**src/rtl/hazard_pkg.sv**
```systemverilog
// Shared types and constants for the pipeline hazard/control unit.
package hazard_pkg;

    typedef enum logic [1:0] {
        RUN      = 2'd0,
        MEM_WAIT = 2'd1,
        MEM_ERR  = 2'd2
    } state_t;

    localparam logic [1:0] FWD_RF  = 2'b00;
    localparam logic [1:0] FWD_WB  = 2'b01;
    localparam logic [1:0] FWD_MEM = 2'b10;

    // Register $zero never carries a dependency, so it never matches.
    function automatic logic reg_match(input logic [4:0] dest, input logic [4:0] src);
        return (dest != 5'd0) && (dest == src);
    endfunction

endpackage

```
**src/rtl/fwd_sel.sv**
```systemverilog
// Forwarding select for one EX operand: the MEM-stage result beats the WB-stage result.
module fwd_sel (
    input  logic [4:0] src,
    input  logic       mem_reg_write,
    input  logic       mem_mem_read,
    input  logic [4:0] mem_reg_dest,
    input  logic       wb_reg_write,
    input  logic [4:0] wb_reg_dest,
    output logic [1:0] fwd
);
    import hazard_pkg::*;

    // A load in MEM has no data yet, so it cannot feed EX from the MEM stage.
    always_comb begin
        fwd = FWD_RF;
        if (mem_reg_write && !mem_mem_read && reg_match(mem_reg_dest, src)) begin
            fwd = FWD_MEM;
        end else if (wb_reg_write && reg_match(wb_reg_dest, src)) begin
            fwd = FWD_WB;
        end
    end

endmodule

```
**src/rtl/hazard_ctrl.sv**
```systemverilog
// Pipeline hazard unit: stall/flush/freeze priority, EX forwarding, data-memory
// wait FSM with watchdog, and a saturating stall-cycle counter.
module hazard_ctrl #(
    parameter int TIMEOUT_CYCLES = 255,
    parameter int STALL_CNT_W    = 16
) (
    input  logic                   clk,
    input  logic                   reset,
    input  logic [4:0]             ID_rs,
    input  logic [4:0]             ID_rt,
    input  logic                   ID_UsesRt,
    input  logic                   ID_Jump,
    input  logic [4:0]             EX_rs,
    input  logic [4:0]             EX_rt,
    input  logic                   EX_MemRead,
    input  logic [4:0]             EX_RegDest,
    input  logic                   EX_BranchTaken,
    input  logic                   MEM_RegWrite,
    input  logic                   MEM_MemRead,
    input  logic                   MEM_MemWrite,
    input  logic [4:0]             MEM_RegDest,
    input  logic                   WB_RegWrite,
    input  logic [4:0]             WB_RegDest,
    input  logic                   dmem_ack,
    input  logic                   stat_clr,
    output logic                   IF_stall,
    output logic                   IFID_stall,
    output logic                   IFID_flush,
    output logic                   IDEX_flush,
    output logic                   freeze,
    output logic                   dmem_req,
    output logic [1:0]             ForwardA,
    output logic [1:0]             ForwardB,
    output logic                   mem_timeout,
    output logic [STALL_CNT_W-1:0] stall_count
);
    import hazard_pkg::*;

    localparam int WAIT_W = $clog2(TIMEOUT_CYCLES + 1);

    state_t                   state_reg;
    logic [WAIT_W-1:0]        wait_cnt_reg;
    logic                     mem_timeout_reg;
    logic [STALL_CNT_W-1:0]   stall_count_reg;

    logic memop;
    logic mem_stall;
    logic load_use;
    logic in_err;

    logic [4:0] src_arr [2];
    logic [1:0] fwd_arr [2];

    assign memop     = MEM_MemRead | MEM_MemWrite;
    assign mem_stall = memop & ~dmem_ack;
    assign in_err    = (state_reg == MEM_ERR);
    assign load_use  = EX_MemRead &
                       (reg_match(EX_RegDest, ID_rs) |
                        (ID_UsesRt & reg_match(EX_RegDest, ID_rt)));

    assign src_arr[0] = EX_rs;
    assign src_arr[1] = EX_rt;

    generate
        for (genvar gi = 0; gi < 2; gi++) begin : g_fwd
            fwd_sel u_fwd_sel (
                .src           (src_arr[gi]),
                .mem_reg_write (MEM_RegWrite),
                .mem_mem_read  (MEM_MemRead),
                .mem_reg_dest  (MEM_RegDest),
                .wb_reg_write  (WB_RegWrite),
                .wb_reg_dest   (WB_RegDest),
                .fwd           (fwd_arr[gi])
            );
        end
    endgenerate

    // Outputs are held at zero while reset is low, even though they are combinational.
    always_comb begin
        IF_stall   = 1'b0;
        IFID_stall = 1'b0;
        IFID_flush = 1'b0;
        IDEX_flush = 1'b0;
        freeze     = 1'b0;
        dmem_req   = 1'b0;
        ForwardA   = FWD_RF;
        ForwardB   = FWD_RF;
        if (reset) begin
            if (in_err) begin
                freeze = 1'b1;
            end else begin
                freeze   = mem_stall;
                dmem_req = memop;
                ForwardA = fwd_arr[0];
                ForwardB = fwd_arr[1];
                if (!mem_stall) begin
                    if (EX_BranchTaken) begin
                        IFID_flush = 1'b1;
                        IDEX_flush = 1'b1;
                    end else if (load_use) begin
                        // A jump waiting behind a load-use stall stays in ID and retries.
                        IF_stall   = 1'b1;
                        IFID_stall = 1'b1;
                        IDEX_flush = 1'b1;
                    end else if (ID_Jump) begin
                        IFID_flush = 1'b1;
                    end
                end
            end
        end
    end

    always_ff @(posedge clk or negedge reset) begin
        if (!reset) begin
            state_reg       <= RUN;
            wait_cnt_reg    <= '0;
            mem_timeout_reg <= 1'b0;
        end else begin
            case (state_reg)
                RUN: begin
                    if (mem_stall) begin
                        state_reg    <= MEM_WAIT;
                        wait_cnt_reg <= WAIT_W'(1);
                    end
                end
                MEM_WAIT: begin
                    if (dmem_ack) begin
                        state_reg    <= RUN;
                        wait_cnt_reg <= '0;
                    end else if (wait_cnt_reg == WAIT_W'(TIMEOUT_CYCLES)) begin
                        state_reg       <= MEM_ERR;
                        mem_timeout_reg <= 1'b1;
                    end else begin
                        wait_cnt_reg <= wait_cnt_reg + WAIT_W'(1);
                    end
                end
                MEM_ERR: begin
                    state_reg <= MEM_ERR;
                end
                default: begin
                    state_reg    <= RUN;
                    wait_cnt_reg <= '0;
                end
            endcase
        end
    end

    always_ff @(posedge clk or negedge reset) begin
        if (!reset) begin
            stall_count_reg <= '0;
        end else if (stat_clr) begin
            stall_count_reg <= '0;
        end else if ((IF_stall | freeze) && !in_err && (stall_count_reg != '1)) begin
            stall_count_reg <= stall_count_reg + STALL_CNT_W'(1);
        end
    end

    assign mem_timeout = mem_timeout_reg;
    assign stall_count = stall_count_reg;

endmodule

```
**config.mk**
```make
export PLATFORM = sky130hd
export DESIGN_NAME = hazard_ctrl
export DESIGN_NICKNAME = d
export VERILOG_FILES = /design/src/rtl/hazard_pkg.sv /design/src/rtl/fwd_sel.sv /design/src/rtl/hazard_ctrl.sv
export SDC_FILE = /design/constraint.sdc
export NUM_CORES = 1
export LEC_CHECK = 0
export BUFFER_PORTS_ARGS = -buffer_cell sky130_fd_sc_hd__buf_4
export CAP_MARGIN = 10
export CORE_MARGIN = 2
export CORE_UTILIZATION = 50
export DETAILED_ROUTE_END_ITERATION = 12
export PLACE_DENSITY = 0.8
export SETUP_SLACK_MARGIN = 0.02
export SYNTH_ARGS = -nofsm -noshare
export SYNTH_HDL_FRONTEND = slang
export SYNTH_SLANG_ARGS = --single-unit
```
**constraint.sdc**
```tcl
create_clock -name clk -period 4.5 [get_ports clk]
set_clock_uncertainty 0.1 [all_clocks]
set_input_delay 0.45 -clock clk [delete_from_list [all_inputs] [get_ports clk]]
set_output_delay 0.45 -clock clk [all_outputs]
set_load 0.02 [all_outputs]
```
== Word level (Yosys, flattened, before mapping) ==
Cells that the tools add are included.
Word-level totals
  bits of input ports: 47
  output and inout port bits: 27
  bits in registers: 27
  word-level logic and storage cells: 87
Cells by class
  bitwise logic cells: 8
  muxes and demuxes: 37
  equality and inequality tests: 13
  $add $sub $neg: 2
  reductions and logical operators: 23
Operator list (number)
  two-way mux 16 bit: 2
  == test 5 bit: 6
  two-way mux 8 bit: 3
  one-hot mux 8 bit (3 select lines): 1
  two-way mux 1 bit: 21
  two-way mux 2 bit: 9
  adder 16 x 1 -> 16 bit (second input constant): 1
  inequality test 16 bit (second input constant): 1
  nonzero test 5 bit: 3
  logical AND 1 bit: 13
  adder 8 x 1 -> 8 bit (second input constant): 1
  == test 8 bit (second input constant): 1
  inequality test 3 bit (second input constant): 2
  one-hot mux 2 bit (3 select lines): 1
  AND reduction 3 bit: 2
  bitwise AND 1 bit: 3
  bitwise OR 1 bit: 3
  == test 2 x 1 -> 1 bit (second input constant): 1
  == test 2 bit (second input constant): 1
  logical NOT 1 bit: 2
  logical NOT 2 bit: 1
  inequality test 2 bit (second input constant): 1
  NOT 1 bit: 2
  AND reduction 2 bit: 1
  nonzero test 2 bit: 1

== Depth between registers and ports, before layout ==
  word-level depth: 15
  mapped depth: 10
  gate-level depth less buffers: 8

== By module ==
A second synthesis with hierarchy kept.
Unflattened totals
  cell total of the unflattened synthesis: 237
  area, all modules: 2083.2 sq um
Modules (own cells, without submodules)
  hazard_ctrl: times used 1, area each 1778.0 sq um, seq. area each 675.6 sq um, cells an instance 197
  fwd_sel: times used 2, area each 152.6 sq um, seq. area each 0.0 sq um, cells an instance 20

== Worst setup path before layout ==
OpenSTA, ideal clock, no wires.
  kind: input -> output
  start: in EX_RegDest[4]
  end: out IF_stall
  buffers on the path: 1
  slack: 1820 ps
  data required time: 3950 ps
  stages on the path: 6
  arrival: 2130 ps
  cells stage by stage: xor2_1 > nor4_2 > a32oi_1 > or2_2 > nor3_1 > buf_4
Between the ends
  longest elaborated chain between the ends: 10
  elaborated cells on any way between the ends: 13
  classes of those cells: eq/ne (2); mux (5); bitwise (3); reduce/logical (3)
Ends and longest elaborated chain
  start: declaration: line hazard_ctrl.sv:16  | input logic [4:0] EX_RegDest,
  == test 5 bit / nonzero test 5 bit (equally long branches): line hazard_pkg.sv:16  | return (dest != 5'd0) && (dest == src);
  logical AND 1 bit: line hazard_pkg.sv:16
  bitwise AND 1 bit: line hazard_ctrl.sv:59  | (ID_UsesRt & reg_match(EX_RegDest, ID_rt)));
  bitwise OR 1 bit *: line hazard_ctrl.sv:58  | (reg_match(EX_RegDest, ID_rs) |
  bitwise AND 1 bit *: line hazard_ctrl.sv:57  | assign load_use = EX_MemRead &
  two-way mux 1 bit * (5 in a row)
  end: declaration: line hazard_ctrl.sv:26  | output logic IF_stall,
Mark *: on every way between the ends. The rest lies on a longest branch, timed or not.

== Worst setup path in the final report ==
  start: in reset
  end: out ForwardB[0]
Between the ends
  longest elaborated chain between the ends: 1
Ends and longest elaborated chain
  start: declaration: line hazard_ctrl.sv:8  | input logic reset,
  two-way mux 2 bit: line hazard_ctrl.sv:88  | if (reset) begin
  end: declaration: line hazard_ctrl.sv:33  | output logic [1:0] ForwardB,
No other way between the ends.

==> impl_metrics.tcl <==
set metrics [dict create \
    status "complete, no violations" \
    postCtsSetupBuffers 0 \
    stdcell_area_um2 2520 \
    p_int_uw 364.9 \
    grt_pass1_wl_um 7928 \
    num-nets-final 336 \
    vias 1861 \
    async_reset_ff_share_pct 100.0 \
    drc 0 \
    r2r_slack_ns 1.92 \
    synth_ff_type "dfrtp_1" \
    routedWlPerCell_um 14.01 \
    crit_type "input pin to output port" \
    drtIter0Drc 109 \
    grt_max_degree 31 \
    hold_viol_final 0 \
    ctsLongestPathBuffers 2 \
    synth_edf_count 0 \
    drive_gt1_share_pct 29.37 \
    hpwlAfterDp_um 3783 \
    power.leakage_nw 1.142 \
    startpoint_type "input pin" \
    swShare_pct 27.69 \
    crit_required_ns 3.95 \
    pwr-share-seq_pct 50.4 \
    hold_path_class "input pin to register" \
    synthCells 214 \
    end_kind "output port" \
    numCtsBuffers 3 \
    pre_cts_ws_ns 1.787 \
    cts_root_buf "clkbuf_8" \
    die_w_um 65.47 \
    fmax_ghz 0.3166 \
    crit_arrival_ns 2.61 \
    overflow 0 \
    relSlewSlack_pct 58.24 \
    finalSetupViolations 0 \
    path_clk_slew_ns 0.08 \
    core-area_um2 3633 \
    cts.hold.buffers_added 1 \
    grt_pass1_vias 1818 \
    dieArea_um2 4286 \
    fin_tns_setup_ns 0 \
    initial_core_util_pct 52.00 \
    layout_min_cycle_time_ns 3.158 \
    boundaryPins 74 \
    clockPowerShare_pct 26.9 \
    whs_ns 0.2876 \
    yosysWarningCount 0 \
    rsz0062_at_grt "no" \
    syn_area_um2 1889 \
    largest_reg_flops 16 \
    avgSynthCellArea_um2 8.829 \
    combPwrFrac_pct 22.8 \
    postRouteAntennaNets 0 \
    p_sw_uw 139.7 \
    synth.yosys.seq_area_share_pct 35.76 \
    syn_nets 263 \
    ir_drop_uv 113.9 \
    die_y_um 65.47 \
    powerDensity_nw_per_um2 200.3 \
    worstMarginPinSlew_ns 0.6240 \
    drt-pass1-iter-count 4 \
    htree_num_levels 1 \
    setup_slack_ns 1.342 \
    clkLatencyLatePin_ns 0.27 \
    area_growth_syn_to_layout_pct 33.38 \
    netlist-cell-type-count 40 \
    cts.sinks 27 \
    cts_resized 0 \
    antenna_found_initial 0 \
    finalMaxSlewViolations 0 \
    vias_per_cell 5.572 \
    numPortBuffers 73 \
    drv_cap 0 \
    path_max_fanout 30 \
    ys_ff_latch 27 \
    postPlaceCellArea_um2 2464 \
    gp_congestion 0.8508 \
    fin_crit_sh_pct 70.19 \
    track_usage_pct 23.36 \
    drt-total-wl_um 4678 \
    placementRows 22 \
    cts_tree "done" \
    insertedDiodeCount 0 \
]
## per-layer routing
metal	GRT usage [%]	share of wire, %	vias up
li1	-	-	919
met1	28.80	41	867
met2	41.45	52	63
met3	1.712	4.8	12
met4	10.68	2.7	0
met5	0	0	-
## cell usage after synthesis, types with 2 or more instances
| cell type | n | area, µm² |
|---|---|---|
| a21oi_1 | 9 | 45.04 |
| and2_1 | 2 | 12.51 |
| and3_1 | 2 | 12.51 |
| and4_1 | 4 | 35.03 |
| clkbuf_1 | 4 | 15.01 |
| dfrtp_1 | 27 | 675.7 |
| ha_1 | 2 | 25.02 |
| nand2_1 | 16 | 60.06 |
| nand2b_1 | 2 | 12.51 |
| nand3_1 | 10 | 50.05 |
| nand4_1 | 9 | 56.30 |
| nor2_1 | 25 | 93.84 |
| nor3_1 | 9 | 45.04 |
| nor3b_1 | 2 | 15.01 |
| nor4_1 | 4 | 25.02 |
| o21ai_0 | 10 | 50.05 |
| o31ai_1 | 3 | 22.52 |
| or2_2 | 2 | 12.51 |
| or3_1 | 2 | 12.51 |
| or4_1 | 8 | 60.06 |
| xnor2_1 | 10 | 87.58 |
| xor2_1 | 34 | 297.8 |
## layout make-up
cell class	count	area [µm²]
Clock buffer	3	41.29
Tap cell	48	60.06
Fill cell	322	1114
Inverter	1	3.754
Clock inverter	1	5.005
Timing Repair Buffer	74	558.0
Sequential cell	27	675.6
Multi-Input combinational cell	180	1176
## layout by cell type, fill, tap and decap left out, drive strengths merged, types with 3 or more instances in the layout
cell and n:
a21oi 9, nor3 9, nand3 10, nor4 5, nand4 9, and4 4
xnor2 10, clkbuf 3, o21ai 10, dfrtp 27, or4 9, nand2 17
o31ai 4, nor2 25, xor2 34, buf 73, or3 3
## worst paths after layout
kind,from,cells past startpoint,endpoint
worst max-delay path,reset,7,ForwardB[0]
worst min-delay path,dmem_ack,2,state_reg[0]
worst max register to register,stall_count[0],8,stall_count[5]
worst min register to register,mem_timeout,1,mem_timeout
max in group asynchronous,reset,2,stall_count[7]
min in group asynchronous,reset,2,state_reg[0]
## power by group through the flow
stage	Sequential, mW	Combinational, mW	Clock [mW]
floorplan	0.258	0.0538	0
global placement	0.259	0.112	0
detailed placement	0.259	0.115	0
CTS	0.254	0.116	0.140
global route	0.256	0.127	0.150
finish	0.254	0.115	0.136
## critical path: stages
cell and delay [ns]:
dlygate4sd3_1 0.53, buf_4 0.33, and2_1 0.24, o211ai_1 0.11
or4_1 0.54, nor4_1 0.20, buf_4 0.20
## logic make-up (layout without fill, tap and decap cells)
logic type	after synthesis	in the layout	synth area share, %
mux	1	1	0.5298
flops	27	27	35.76
buf+inv	7	79	1.986
xor+xnor	44	44	20.40
simple gates	102	102	29.07
fa+ha+maj	2	2	1.324
compound gates	31	31	10.93
## through the flow
step | utilization, % | std cells | power [mW]
final | 69.35 | 334 | 0.5046
after global routing | 69.35 | 334 | 0.5324
after CTS | 69.35 | 334 | 0.5102
after detailed placement | 67.80 | 329 | 0.3736
after global placement | 67.80 | 329 | 0.3710
after floorplan | - | 214 | 0.3117
(Power assumes the default switching activity.)
